**src/rtl/mem_access_if.sv**
```systemverilog
// Handshake and bus bundle between the execute/write-back pipeline, the
// memory-access stage and data memory.
interface mem_access_if;
    logic        start;
    logic        memRead;
    logic        memWrite;
    logic [2:0]  funct3;
    logic [31:0] aluOut;
    logic [31:0] store_data;
    logic        mem_req;
    logic        mem_we;
    logic [31:0] mem_addr;
    logic [31:0] mem_wdata;
    logic [3:0]  mem_be;
    logic [31:0] mem_rdata;
    logic        mem_ack;
    logic [31:0] load_write;
    logic        done;
    logic        stall;
    logic [1:0]  fault_code;

    modport slave (
        input  start, memRead, memWrite, funct3, aluOut, store_data,
               mem_rdata, mem_ack,
        output mem_req, mem_we, mem_addr, mem_wdata, mem_be,
               load_write, done, stall, fault_code
    );

    modport master (
        output start, memRead, memWrite, funct3, aluOut, store_data,
               mem_rdata, mem_ack,
        input  mem_req, mem_we, mem_addr, mem_wdata, mem_be,
               load_write, done, stall, fault_code
    );
endinterface

```
**src/rtl/mem_access.sv**
```systemverilog
// RISC-V data-memory access stage: issues req/ack memory transactions,
// aligns/extends load data and reports misaligned, illegal and timed-out accesses.
module mem_access #(
    parameter int unsigned MAX_WAIT = 15
) (
    input  logic         clk,
    input  logic         rst_n,
    mem_access_if.slave  bus
);
    typedef enum logic [1:0] {IDLE = 2'd0, ACCESS = 2'd1, DONE = 2'd2} state_t;

    localparam logic [7:0] MAX_WAIT_C = 8'(MAX_WAIT);

    state_t      state_r, state_nxt_s;
    logic [7:0]  cnt_r;
    logic [2:0]  f3_r;
    logic [1:0]  off_r;
    logic        mem_req_r, mem_we_r, done_r;
    logic [31:0] mem_addr_r, mem_wdata_r, load_write_r;
    logic [3:0]  mem_be_r;
    logic [1:0]  fault_r, fault_nxt_s;
    logic        valid_op_s, illegal_s, misalign_s, timeout_s;

    function automatic logic [31:0] extract_load(input logic [31:0] rdata,
                                                 input logic [2:0]  f3,
                                                 input logic [1:0]  off);
        logic [7:0]  b;
        logic [15:0] h;
        case (off)
            2'd0:    b = rdata[7:0];
            2'd1:    b = rdata[15:8];
            2'd2:    b = rdata[23:16];
            default: b = rdata[31:24];
        endcase
        h = off[1] ? rdata[31:16] : rdata[15:0];
        case (f3)
            3'b000:  return {{24{b[7]}}, b};
            3'b001:  return {{16{h[15]}}, h};
            3'b100:  return {24'd0, b};
            3'b101:  return {16'd0, h};
            default: return rdata;
        endcase
    endfunction

    function automatic logic [3:0] store_be(input logic [1:0] size, input logic [1:0] off);
        case (size)
            2'b00:   return 4'b0001 << off;
            2'b01:   return 4'b0011 << off;
            default: return 4'b1111;
        endcase
    endfunction

    function automatic logic [31:0] store_lanes(input logic [1:0] size, input logic [31:0] d);
        case (size)
            2'b00:   return {4{d[7:0]}};
            2'b01:   return {2{d[15:0]}};
            default: return d;
        endcase
    endfunction

    // Decode of the instruction presented by execute while idle
    always_comb begin
        valid_op_s = bus.start & (bus.memRead | bus.memWrite);
        illegal_s  = 1'b0;
        misalign_s = 1'b0;
        if (bus.memWrite) begin
            illegal_s = (bus.funct3[2] == 1'b1) || (bus.funct3[1:0] == 2'b11);
        end else begin
            illegal_s = (bus.funct3 == 3'b011) || (bus.funct3 == 3'b110) ||
                        (bus.funct3 == 3'b111);
        end
        case (bus.funct3[1:0])
            2'b01:   misalign_s = bus.aluOut[0];
            2'b10:   misalign_s = (bus.aluOut[1:0] != 2'b00);
            default: misalign_s = 1'b0;
        endcase
    end

    // Next-state and fault-code selection
    always_comb begin
        state_nxt_s = state_r;
        fault_nxt_s = 2'b00;
        timeout_s   = 1'b0;
        case (state_r)
            IDLE: begin
                if (valid_op_s) begin
                    state_nxt_s = (illegal_s || misalign_s) ? DONE : ACCESS;
                    fault_nxt_s = illegal_s ? 2'b10 : (misalign_s ? 2'b01 : 2'b00);
                end else begin
                    state_nxt_s = IDLE;
                end
            end
            ACCESS: begin
                // an ack in the final wait cycle still counts as a normal completion
                if (bus.mem_ack) begin
                    state_nxt_s = DONE;
                end else if ((cnt_r + 8'd1) == MAX_WAIT_C) begin
                    state_nxt_s = DONE;
                    fault_nxt_s = 2'b11;
                    timeout_s   = 1'b1;
                end else begin
                    state_nxt_s = ACCESS;
                end
            end
            DONE:    state_nxt_s = IDLE;
            default: state_nxt_s = IDLE;
        endcase
    end

    // State register
    always_ff @(posedge clk or negedge rst_n) begin
        if (!rst_n) state_r <= IDLE;
        else        state_r <= state_nxt_s;
    end

    // Request, result and status registers
    always_ff @(posedge clk or negedge rst_n) begin
        if (!rst_n) begin
            mem_req_r    <= 1'b0;
            mem_we_r     <= 1'b0;
            mem_addr_r   <= 32'd0;
            mem_wdata_r  <= 32'd0;
            mem_be_r     <= 4'd0;
            load_write_r <= 32'd0;
            done_r       <= 1'b0;
            fault_r      <= 2'b00;
            cnt_r        <= 8'd0;
            f3_r         <= 3'd0;
            off_r        <= 2'd0;
        end else begin
            case (state_r)
                IDLE: begin
                    if (state_nxt_s == ACCESS) begin
                        mem_req_r   <= 1'b1;
                        mem_we_r    <= bus.memWrite;
                        mem_addr_r  <= {bus.aluOut[31:2], 2'b00};
                        mem_wdata_r <= store_lanes(bus.funct3[1:0], bus.store_data);
                        mem_be_r    <= store_be(bus.funct3[1:0], bus.aluOut[1:0]);
                        cnt_r       <= 8'd0;
                        f3_r        <= bus.funct3;
                        off_r       <= bus.aluOut[1:0];
                    end else if (state_nxt_s == DONE) begin
                        done_r  <= 1'b1;
                        fault_r <= fault_nxt_s;
                    end
                end
                ACCESS: begin
                    if (state_nxt_s == DONE) begin
                        mem_req_r <= 1'b0;
                        done_r    <= 1'b1;
                        fault_r   <= fault_nxt_s;
                        if (!timeout_s && !mem_we_r) begin
                            load_write_r <= extract_load(bus.mem_rdata, f3_r, off_r);
                        end
                    end else begin
                        cnt_r <= cnt_r + 8'd1;
                    end
                end
                default: done_r <= 1'b0;
            endcase
        end
    end

    assign bus.mem_req    = mem_req_r;
    assign bus.mem_we     = mem_we_r;
    assign bus.mem_addr   = mem_addr_r;
    assign bus.mem_wdata  = mem_wdata_r;
    assign bus.mem_be     = mem_be_r;
    assign bus.load_write = load_write_r;
    assign bus.done       = done_r;
    assign bus.fault_code = fault_r;
    assign bus.stall      = ((state_r == IDLE) && valid_op_s) || (state_r == ACCESS);
endmodule

```
**src/flat_wrapper.sv**
```systemverilog
// flat-port wrapper written by rule: the top's interface ports become plain ports
module mem_access_flat 
#(
    parameter int unsigned MAX_WAIT = 15
)
  (clk, rst_n, bus_start, bus_memRead, bus_memWrite, bus_funct3, bus_aluOut, bus_store_data, bus_mem_rdata, bus_mem_ack, bus_mem_req, bus_mem_we, bus_mem_addr, bus_mem_wdata, bus_mem_be, bus_load_write, bus_done, bus_stall, bus_fault_code);
  mem_access_if bus_i ();
  input  logic clk;
  input  logic rst_n;
  input wire logic [$bits(bus_i.start)-1:0] bus_start;
  input wire logic [$bits(bus_i.memRead)-1:0] bus_memRead;
  input wire logic [$bits(bus_i.memWrite)-1:0] bus_memWrite;
  input wire logic [$bits(bus_i.funct3)-1:0] bus_funct3;
  input wire logic [$bits(bus_i.aluOut)-1:0] bus_aluOut;
  input wire logic [$bits(bus_i.store_data)-1:0] bus_store_data;
  input wire logic [$bits(bus_i.mem_rdata)-1:0] bus_mem_rdata;
  input wire logic [$bits(bus_i.mem_ack)-1:0] bus_mem_ack;
  output wire logic [$bits(bus_i.mem_req)-1:0] bus_mem_req;
  output wire logic [$bits(bus_i.mem_we)-1:0] bus_mem_we;
  output wire logic [$bits(bus_i.mem_addr)-1:0] bus_mem_addr;
  output wire logic [$bits(bus_i.mem_wdata)-1:0] bus_mem_wdata;
  output wire logic [$bits(bus_i.mem_be)-1:0] bus_mem_be;
  output wire logic [$bits(bus_i.load_write)-1:0] bus_load_write;
  output wire logic [$bits(bus_i.done)-1:0] bus_done;
  output wire logic [$bits(bus_i.stall)-1:0] bus_stall;
  output wire logic [$bits(bus_i.fault_code)-1:0] bus_fault_code;
  assign bus_i.start = bus_start;
  assign bus_i.memRead = bus_memRead;
  assign bus_i.memWrite = bus_memWrite;
  assign bus_i.funct3 = bus_funct3;
  assign bus_i.aluOut = bus_aluOut;
  assign bus_i.store_data = bus_store_data;
  assign bus_i.mem_rdata = bus_mem_rdata;
  assign bus_i.mem_ack = bus_mem_ack;
  assign bus_mem_req = bus_i.mem_req;
  assign bus_mem_we = bus_i.mem_we;
  assign bus_mem_addr = bus_i.mem_addr;
  assign bus_mem_wdata = bus_i.mem_wdata;
  assign bus_mem_be = bus_i.mem_be;
  assign bus_load_write = bus_i.load_write;
  assign bus_done = bus_i.done;
  assign bus_stall = bus_i.stall;
  assign bus_fault_code = bus_i.fault_code;
  mem_access #(.MAX_WAIT(MAX_WAIT)) u_core (.clk(clk), .rst_n(rst_n), .bus(bus_i));
endmodule
```
**config.mk**
```make
export PLATFORM = sky130hd
export DESIGN_NAME = mem_access_flat
export DESIGN_NICKNAME = d
export VERILOG_FILES = /design/src/rtl/mem_access_if.sv /design/src/rtl/mem_access.sv /design/src/flat_wrapper.sv
export SDC_FILE = /design/constraint.sdc
export NUM_CORES = 1
export LEC_CHECK = 0
export ABC_AREA = 1
export CAP_MARGIN = 20
export CORE_UTILIZATION = 25
export CTS_CLUSTER_SIZE = 24
export DETAILED_ROUTE_END_ITERATION = 10
export DONT_BUFFER_PORTS = 1
export PLACE_DENSITY = 0.48
export SETUP_SLACK_MARGIN = 0.15
export SLEW_MARGIN = 0
export SYNTH_ARGS = -nofsm -noshare
export SYNTH_HDL_FRONTEND = slang
export SYNTH_SLANG_ARGS = --single-unit
```
**constraint.sdc**
```tcl
create_clock -name clk -period 4.3 [get_ports clk]
set_input_delay 0.86 -clock clk [delete_from_list [all_inputs] [get_ports clk]]
set_output_delay 0.86 -clock clk [all_outputs]
set_load 0.005 [all_outputs]
```
== Yosys cells after proc, flatten, opt, wreduce, memory -nomap -nowiden ==
Cells that the tools add are included.

* Memories kept: 0
* Word-level logic and storage cells: 89
* Input port bits: 105
* ROM bits: 0
* Bits in registers: 118
* Bits in latches: 0
* RAM bits: 0
* Output and inout bits: 106

* Divide/modulo/power cells: 0
* $lt $le $gt $ge: 0
* Shift-type cells: 2
* Multiplexer cells: 33
* Reductions and logical operators: 20
* Add/sub/neg operators: 1
* $mul: 0
* Bitwise logic cells: 2
* Equal/unequal tests: 19

{| class="wikitable"
|+ Operators by type and width
! cell !! count
|-
| one-hot mux 32 bit (4 select lines) || 1
|-
| one-hot mux 32 bit (2 select lines) || 1
|-
| one-hot mux 8 bit (3 select lines) || 1
|-
| two-way mux 2 bit || 11
|-
| two-way mux 16 bit || 1
|-
| two-way mux 8 bit || 2
|-
| one-hot mux 8 bit (2 select lines) || 1
|-
| == test 3 bit (second input constant) || 4
|-
| two-way mux 1 bit || 9
|-
| AND reduction 3 bit || 3
|-
| adder 8 x 1 -> 8 bit (second input constant) || 1
|-
| == test 2 x 1 -> 1 bit (second input constant) || 4
|-
| == test 2 bit (second input constant) || 4
|-
| == test 8 x 4 -> 1 bit (second input constant) || 1
|-
| one-hot mux 2 bit (2 select lines) || 2
|-
| one-hot mux 4 bit (2 select lines) || 1
|-
| zero test 2 bit || 3
|-
| one-hot mux 1 bit (2 select lines) || 3
|-
| logical OR 1 bit || 5
|-
| != test 2 x 1 -> 1 bit (second input constant) || 2
|-
| != test 2 bit (second input constant) || 2
|-
| AND reduction 2 bit || 2
|-
| nonzero test 2 bit || 2
|-
| left shift 1 x 2 -> 4 bit (first input constant) || 1
|-
| other kinds (8) || 10
|}

== Longest topological paths before layout ==
Gate-level depths: netlist (run 1).

* Depth after elaboration: 12
* Depth in mapped cells: 13
* Gate-level depth less buffers: 13

== Least setup slack after synthesis (run 1) ==
Ideal clock, no wire load.

* Path kind: input port to flip-flop
* Start: input port bus_funct3[0]
* End: register u_core.mem_wdata_r[10] (netlist: u_core.bus.mem_wdata[10])
* Cell stages on the path: 12
* Setup slack: 2091 ps
* Buffers on the path: 2
* Arrival time: 2079 ps
* Library setup time: 130 ps
* Required time: 4170 ps
* Path through: inv_1 > ha_1 > inv_2 > a21oi_1 > nor2_1 > nand2_1 > nor3_2 > inv_2 > buf_6 > buf_6 > nand2_1 > o21ai_1

* Word-level cells in the longest chain between the ends: 10
* Elaborated cells on any way between the ends: 19
* Those cells by class: eq/ne: 7; mux: 6; reduce/logical: 6

{| class="wikitable"
|+ RTL lines
! element !! line !! text
|-
| start, declared || flat_wrapper.sv:13 || <nowiki>input wire logic [$bits(bus_i.funct3)-1:0] bus_funct3;</nowiki>
|-
| == test 3 x 2 -> 1 bit or == test 3 bit (tied branches) || mem_access.sv:69 || <nowiki>illegal_s = (bus.funct3 == 3'b011) || (bus.funct3 == 3'b110) ||</nowiki>
|-
| logical OR 1 bit (2 in a row) || mem_access.sv:69 ||
|-
| two-way mux 1 bit || mem_access.sv:66 || <nowiki>if (bus.memWrite) begin</nowiki>
|-
| logical OR 1 bit || mem_access.sv:87 || <nowiki>state_nxt_s = (illegal_s || misalign_s) ? DONE : ACCESS;</nowiki>
|-
| two-way mux 2 bit || mem_access.sv:87 ||
|-
| two-way mux 2 bit || mem_access.sv:86 || <nowiki>if (valid_op_s) begin</nowiki>
|-
| one-hot mux 2 bit (2 select lines) || mem_access.sv:84 || <nowiki>case (state_r)</nowiki>
|-
| == test 2 x 1 -> 1 bit || mem_access.sv:133 || <nowiki>if (state_nxt_s == ACCESS) begin</nowiki>
|-
| AND reduction 2 bit (no line) || -- ||
|-
| end signal, assigned || mem_access.sv:137 || <nowiki>mem_wdata_r <= store_lanes(bus.funct3[1:0], bus.store_data);</nowiki>
|-
| end, declared || mem_access.sv:19 || <nowiki>logic [31:0] mem_addr_r, mem_wdata_r, load_write_r;</nowiki>
|}

Parallel ways exist; a longest one is shown, timed or not.
A chain may end at the register's enable or synchronous reset.

== Worst setup path after layout (run 1) ==
* Start: input port bus_funct3[1]
* End: register u_core.mem_wdata_r[0] (netlist: u_core.bus.mem_wdata[0])

* Word-level cells in the longest chain between the ends: 10
* Elaborated cells on any way between the ends: 17
* Those cells by class: eq/ne: 7; mux: 5; reduce/logical: 5

{| class="wikitable"
|+ RTL lines
! element !! line
|-
| == test 3 x 2 -> 1 bit or == test 3 bit (tied branches) || mem_access.sv:69
|-
| logical OR 1 bit (2 in a row) || mem_access.sv:69
|-
| two-way mux 1 bit || mem_access.sv:66
|-
| logical OR 1 bit * || mem_access.sv:87
|-
| two-way mux 2 bit * || mem_access.sv:87
|-
| two-way mux 2 bit * || mem_access.sv:86
|-
| one-hot mux 2 bit (2 select lines) * || mem_access.sv:84
|-
| == test 2 x 1 -> 1 bit * || mem_access.sv:133
|-
| AND reduction 2 bit (no line) * || --
|}

Mark *: on every way between the ends. The rest lies on a longest branch, timed or not.

==> results of run 1 <==
==> registers in the layout (all words and copies together), names as in the netlist, 2 cells and up <==
register	cells
u_core.bus.load_write	32
u_core.bus.mem_wdata	32
u_core.bus.mem_addr	30
u_core.cnt_r	8
u_core.bus.mem_be	4
u_core.f3_r	3
u_core.bus.fault_code	2
u_core.off_r	2
u_core.state_r	2
==> worst min path at each step <==
| stage | start | to |
|---|---|---|
| after floorplan | u_core.bus.mem_addr[10] | u_core.bus.mem_addr[10] |
| after global placement | u_core.bus.mem_addr[19] | u_core.bus.mem_addr[19] |
| after detailed placement | u_core.bus.mem_addr[19] | u_core.bus.mem_addr[19] |
| after CTS | rst_n | u_core.bus.load_write[28] |
| after global routing | rst_n | u_core.bus.load_write[20] |
| final | rst_n | u_core.bus.load_write[28] |
==> power by group through the flow <==
| stage | clock network [mW] | registers [mW] | logic [mW] |
|---|---|---|---|
| after detailed placement | 0 | 2.00 | 0.864 |
| after global routing | 1.62 | 2.01 | 1.06 |
| after floorplan | 0 | 1.81 | 0.765 |
| after global placement | 0 | 2.00 | 0.840 |
| after CTS | 1.58 | 1.99 | 0.862 |
| final | 1.54 | 1.94 | 0.897 |
==> cell usage in the layout, fill, tap and decap left out, drive strengths merged, types with 6 or more instances in the layout <==
cell type and instances:
a21oi 28, a22oi 7, ha 6, nor2 35, a31oi 13, nand3 36, clkinv 6, o21ai 67
clkbuf 17, dfrtp 118, nand2 332, inv 39
==> critical path: stages <==
cell      delay [ps]
inv_1             30
ha_1             340
nand2_1          160
nand2_1           60
nand3_1           80
nand2_1          110
nor3_4           160
clkinv_2         520
buf_12           420
nand2_1           90
o21ai_0           70
==> area by class of cell <==
cell class | instances | area (sq um)
Inverter | 37 | 140
Sequential cell | 118 | 2950
Timing Repair Buffer | 5 | 70.1
Clock buffer | 17 | 425
Multi-Input combinational cell | 539 | 2420
Clock inverter | 14 | 201
Fill cell | 2456 | 16000
Tap cell | 285 | 357
Antenna cell | 1 | 2.50
==> kinds of logic after synthesis <==
kind of cell    after synthesis  share of synthesized area [%]
flops                       118                           51.5
buf+inv                      76                           6.48
compound gates              118                           11.1
simple gates                413                           29.5
other cells                   1                         0.0654
fa+ha+maj                     6                           1.31
==> stage by stage <==
step	setup WS [ps]	util (%)	power, mW
3_5_place_dp	1190	26.2	2.86
4_1_cts	1610	29.0	4.43
5_1_grt	1430	29.1	4.70
6_report	1650	29.1	4.38
2_1_floorplan	2090	-	2.58
3_3_place_gp	1230	26.2	2.84
==> layer usage <==
| metal | vias up | share of wire (%) | GRT usage [%] |
|---|---|---|---|
| li1 | 2322 | - | - |
| met3 | 7 | 9.3 | 5.89 |
| met5 | - | 0 | 0 |
| met4 | 0 | 0.60 | 4.24 |
| met1 | 2158 | 43 | 19.0 |
| met2 | 188 | 47 | 23.3 |
==> flow_summary.toml, run 1 <==
[clock_network]
cts_buffers = 17
clk_latency_ps = 420
clk_pin_slew_ps = 70
postCtsSetupBuffers = 0
cts_hold_buf = 0
cts_resized = 0
clkSinkCount = 118
cts_tree = "done"
root_buffer = "clkbuf_16"
ctsHtreeMaxLevel = 4
clock_path_buffers = 2

[cells_and_area]
drive_gt1_share_pct = 8.63
instances_no_fill = 1016
finalInstanceArea_sq_um = 6570
fin_nets = 829
area_growth_syn_to_layout_pct = 14.5

[timing]
skew_ps = 15.7
hold-worst-slack_ps = 146
setup_viol_count_final = 0
period_share_pct = 61.5
slew_violations = 0
max_freq_mhz = 378
slew_headroom_pct = 52.2
tightest_slew_ps = 709
tns_ps = 0
period_minus_slack_ps = 2650
rsz0062_at_grt = "no"
hold_violations = 0

[place]
dpl_cell_area_sq_um = 5920
hpwlAfterDp_mm = 12.0
gp_congestion = 0.784
io_buffers = 0
dpl.cell_count = 983

[global_route]
grt_pass1_vias = 4558
grt_max_degree = 119
grt_antenna_before_repair = 0
grt_pass1_wl_mm = 26.8
grt_use_total_pct = 14.9
overflow = 0

[yosys]
synth.largest_area_cell = "dfrtp_1"
netlist_area_sq_um = 5740
yosysMostFrequentCell = "nand2_1"
synth_edf_count = 0
avgSynthCellArea_sq_um = 7.84
synth-seq-area-share_pct = 51.5
synth_area_leaders = "dfrtp_1 51%, nand2_1 21%, o21ai_0 3.3%"
ys_types = 33
syn_inst = 732
synth_seq_cells = 118
synth_top_area_share_pct = 51.5
async_flop_share_pct = 100
synth_common_cells = "326 x nand2_1, 118 x dfrtp_1, 38 x o21ai_0"
synth_warnings = 0
ys.flop_type = "dfrtp_1"

[floorplan]
num_io_pins = 211
initial_utilization_pct = 25.4
die_x_microns = 154
num_rows = 55
dieArea_sq_um = 23600
fp.dieH_microns = 154
core_sq_um = 22600

[route]
dr.pass1.iters = 5
drtIter0Drc = 346
viasPerCell = 4.60
ant_nets = 0
vias = 4675
avgRoutedWirePerCell_microns = 16.9
drc_errors = 0
wl_mm = 17.2

[pwr]
p_leak_nw = 3.24
cellPowerDensity_nw_per_um2 = 666
p_sw_mw = 1.52
swShare_pct = 34.8
p_clk_share_pct = 35.1
p_int_mw = 2.86
vdd_drop_max_v = 0.000200
combPwrFrac_pct = 20.5
p_seq_share_pct = 44.4

[worst_setup_path]
r2r_cells = 8
start_kind = "input port"
regToRegEndpoint = "u_core.bus.load_write[17]"
worstReg2RegStart = "u_core.off_r[1]"
crit_type = "input port to flop"
cp_max_fo = 67
endpoint_kind = "flop"
startpoint = "bus_funct3[1]"
arrival_ps = 2930
critPathCapture = "u_core.bus.mem_wdata[0]"
critPathRequiredTime_ps = 4590
rrSetupSlack_ps = 2090

[run_status]
status = "completed"

[run]
cap_violations = 0

[hold_path]
hp-class = "input port to asynchronous set/reset pin"
Note: power is estimated with default switching activity, not from simulation.
==> run 2: changes to the inputs <==
clock period = 2.7 ns   (was 4.3 ns; I/O delays follow)
==> run 2 against run 1 <==
The flow now finishes with violations (hold timing). Via count up 1.1%. Non-clock buffer count up 8. Worst setup slack worse by 910 ps. Sequential power up 59%. Hold slack worse by 310 ps. Clock power up 54%. Sequential cell count unchanged. Sequential share of layout area down 0.077 points. Power up 57%. First-iteration DRC count down 6.4%. Critical endpoint is now bus_stall. Largest cell class unchanged. Largest power group unchanged. Highest routed layer is now met5.
==> flow_summary.toml, run 2 (synthesized netlist as in run 1, its figures left out) <==
[route]
drtIter0Drc = 324
dr.pass1.iters = 4
wl_mm = 17.3
drc_errors = 0
viasPerCell = 4.62
vias = 4725
avgRoutedWirePerCell_microns = 16.9
ant_nets = 0

[clock_network]
root_buffer = "clkbuf_16"
clk_latency_ps = 420
cts_resized = 0
cts_buffers = 17
clock_path_buffers = 2
ctsHtreeMaxLevel = 4
clk_pin_slew_ps = 60
clkSinkCount = 118
cts_tree = "done"
postCtsSetupBuffers = 0

[worst_setup_path]
start_kind = "flop"
cp_max_fo = 3
critPathRequiredTime_ps = 2160
cp_slowest_stage_delay_ps = 400
critPathBufInv = 1
rrSetupSlack_ps = 830
crit_type = "flop to output port"
cp_cell_sequence = "inv_1 -> nand2_1 -> o21ai_0"
cpMaxStageDelayCell = "dfrtp_1"
arrival_ps = 1420
endpoint_kind = "output port"
cp_top_family = "flip-flops"

[place]
hpwlAfterDp_mm = 12.2
io_buffers = 0
dpl.cell_count = 992
gp_congestion = 0.781

[timing]
rsz0062_at_grt = "no"
hold_violations = 118
period_minus_slack_ps = 1960
setup_viol_count_final = 0
hold-worst-slack_ps = -169
skew_ps = 12.1
tns_ps = 0
slew_headroom_pct = 62.6
tightest_slew_ps = 560
period_share_pct = 72.5
slew_violations = 0
max_freq_mhz = 511

[cells_and_area]
final_cell_mix = "326 x nand2_1, 118 x dfrtp_1, 38 x o21ai_0"
drive_gt1_share_pct = 9.62
area_growth_syn_to_layout_pct = 14.7
instances_no_fill = 1023
fill_cells = 2430
antenna_cells = 0
final_common_cell = "nand2_1"
fin_nets = 837

[floorplan]
num_rows = 55
initial_utilization_pct = 25.4
dieArea_sq_um = 23600
num_io_pins = 211
die_x_microns = 154
fp.dieH_microns = 154
core_sq_um = 22600

[global_route]
grt_max_degree = 119
grt_pass1_wl_mm = 27.1
grt_use_total_pct = 15.1
grt_pass1_vias = 4615
overflow = 0
grt_antenna_before_repair = 1

[run_status]
violations = "hold timing"
status = "complete, but fails checks"

[pwr]
cellPowerDensity_nw_per_um2 = 1050
p_leak_nw = 3.26
power_mw = 6.89
vdd_drop_max_v = 0.000377

[hold_path]
hp-class = "input port to asynchronous set/reset pin"

[run]
cap_violations = 0
[run 2: final timing paths]
path                                              start                       end  cells past startpoint
worst max-delay path                  u_core.state_r[1]                 bus_stall                      3
worst min-delay path                              rst_n  u_core.bus.fault_code[1]                      0
worst max register to register          u_core.cnt_r[0]           u_core.cnt_r[6]                     11
worst min register to register  u_core.bus.mem_addr[16]   u_core.bus.mem_addr[16]                      2
max in group asynchronous                         rst_n           u_core.cnt_r[7]                      0
min in group clk                         bus_aluOut[28]   u_core.bus.mem_addr[28]                      2
[run 2: through the flow]
stage	setup WS (ps)	instance area, sq um	util [%]	hold WS [ps]
detailed placement	664	5980	26.5	250
global placement	708	5980	26.5	250
floorplan	811	5740	-	244
finish	742	6580	29.2	-169
CTS	696	6580	29.2	-206
global route	660	6580	29.2	-198
[run 2: routing by layer]
metal	up-vias	wire [microns]	GRT usage, %
li1	2338	-	-
met1	2187	7410	18.6
met2	181	7820	23.5
met3	17	1790	6.54
met4	2	264	5.71
met5	-	13	0
[run 2: worst reg2reg max path, cell delays in order (launching register included)]
cell and delay (ps):
dfrtp_1 460, ha_1 290, nand3_1 140, nand2_1 60, nand2_1 90, nand3_1 100
nor2_2 140, nand2_2 90, nand3_4 130, nand2_4 110, nand2_1 90, nand2_1 50
[run 2: area by class of cell]
| type | count | area (sq um) | area share (%) |
|---|---|---|---|
| Multi-Input combinational cell | 539 | 2420 | 36.8 |
| Tap cell | 285 | 357 | 5.42 |
| Sequential cell | 118 | 2950 | 44.8 |
| Timing Repair Buffer | 13 | 110 | 1.67 |
| Inverter | 37 | 140 | 2.13 |
| Clock inverter | 14 | 175 | 2.66 |
| Clock buffer | 17 | 425 | 6.46 |
[run 2: power breakdown]
part	leakage [nW]	total, mW	switching, mW	internal (mW)
sequential	1.48	3.08	0.632	2.45
clock	0.287	2.37	0.917	1.46
combinational	1.49	1.43	0.883	0.551
total	3.26	6.89	2.43	4.46
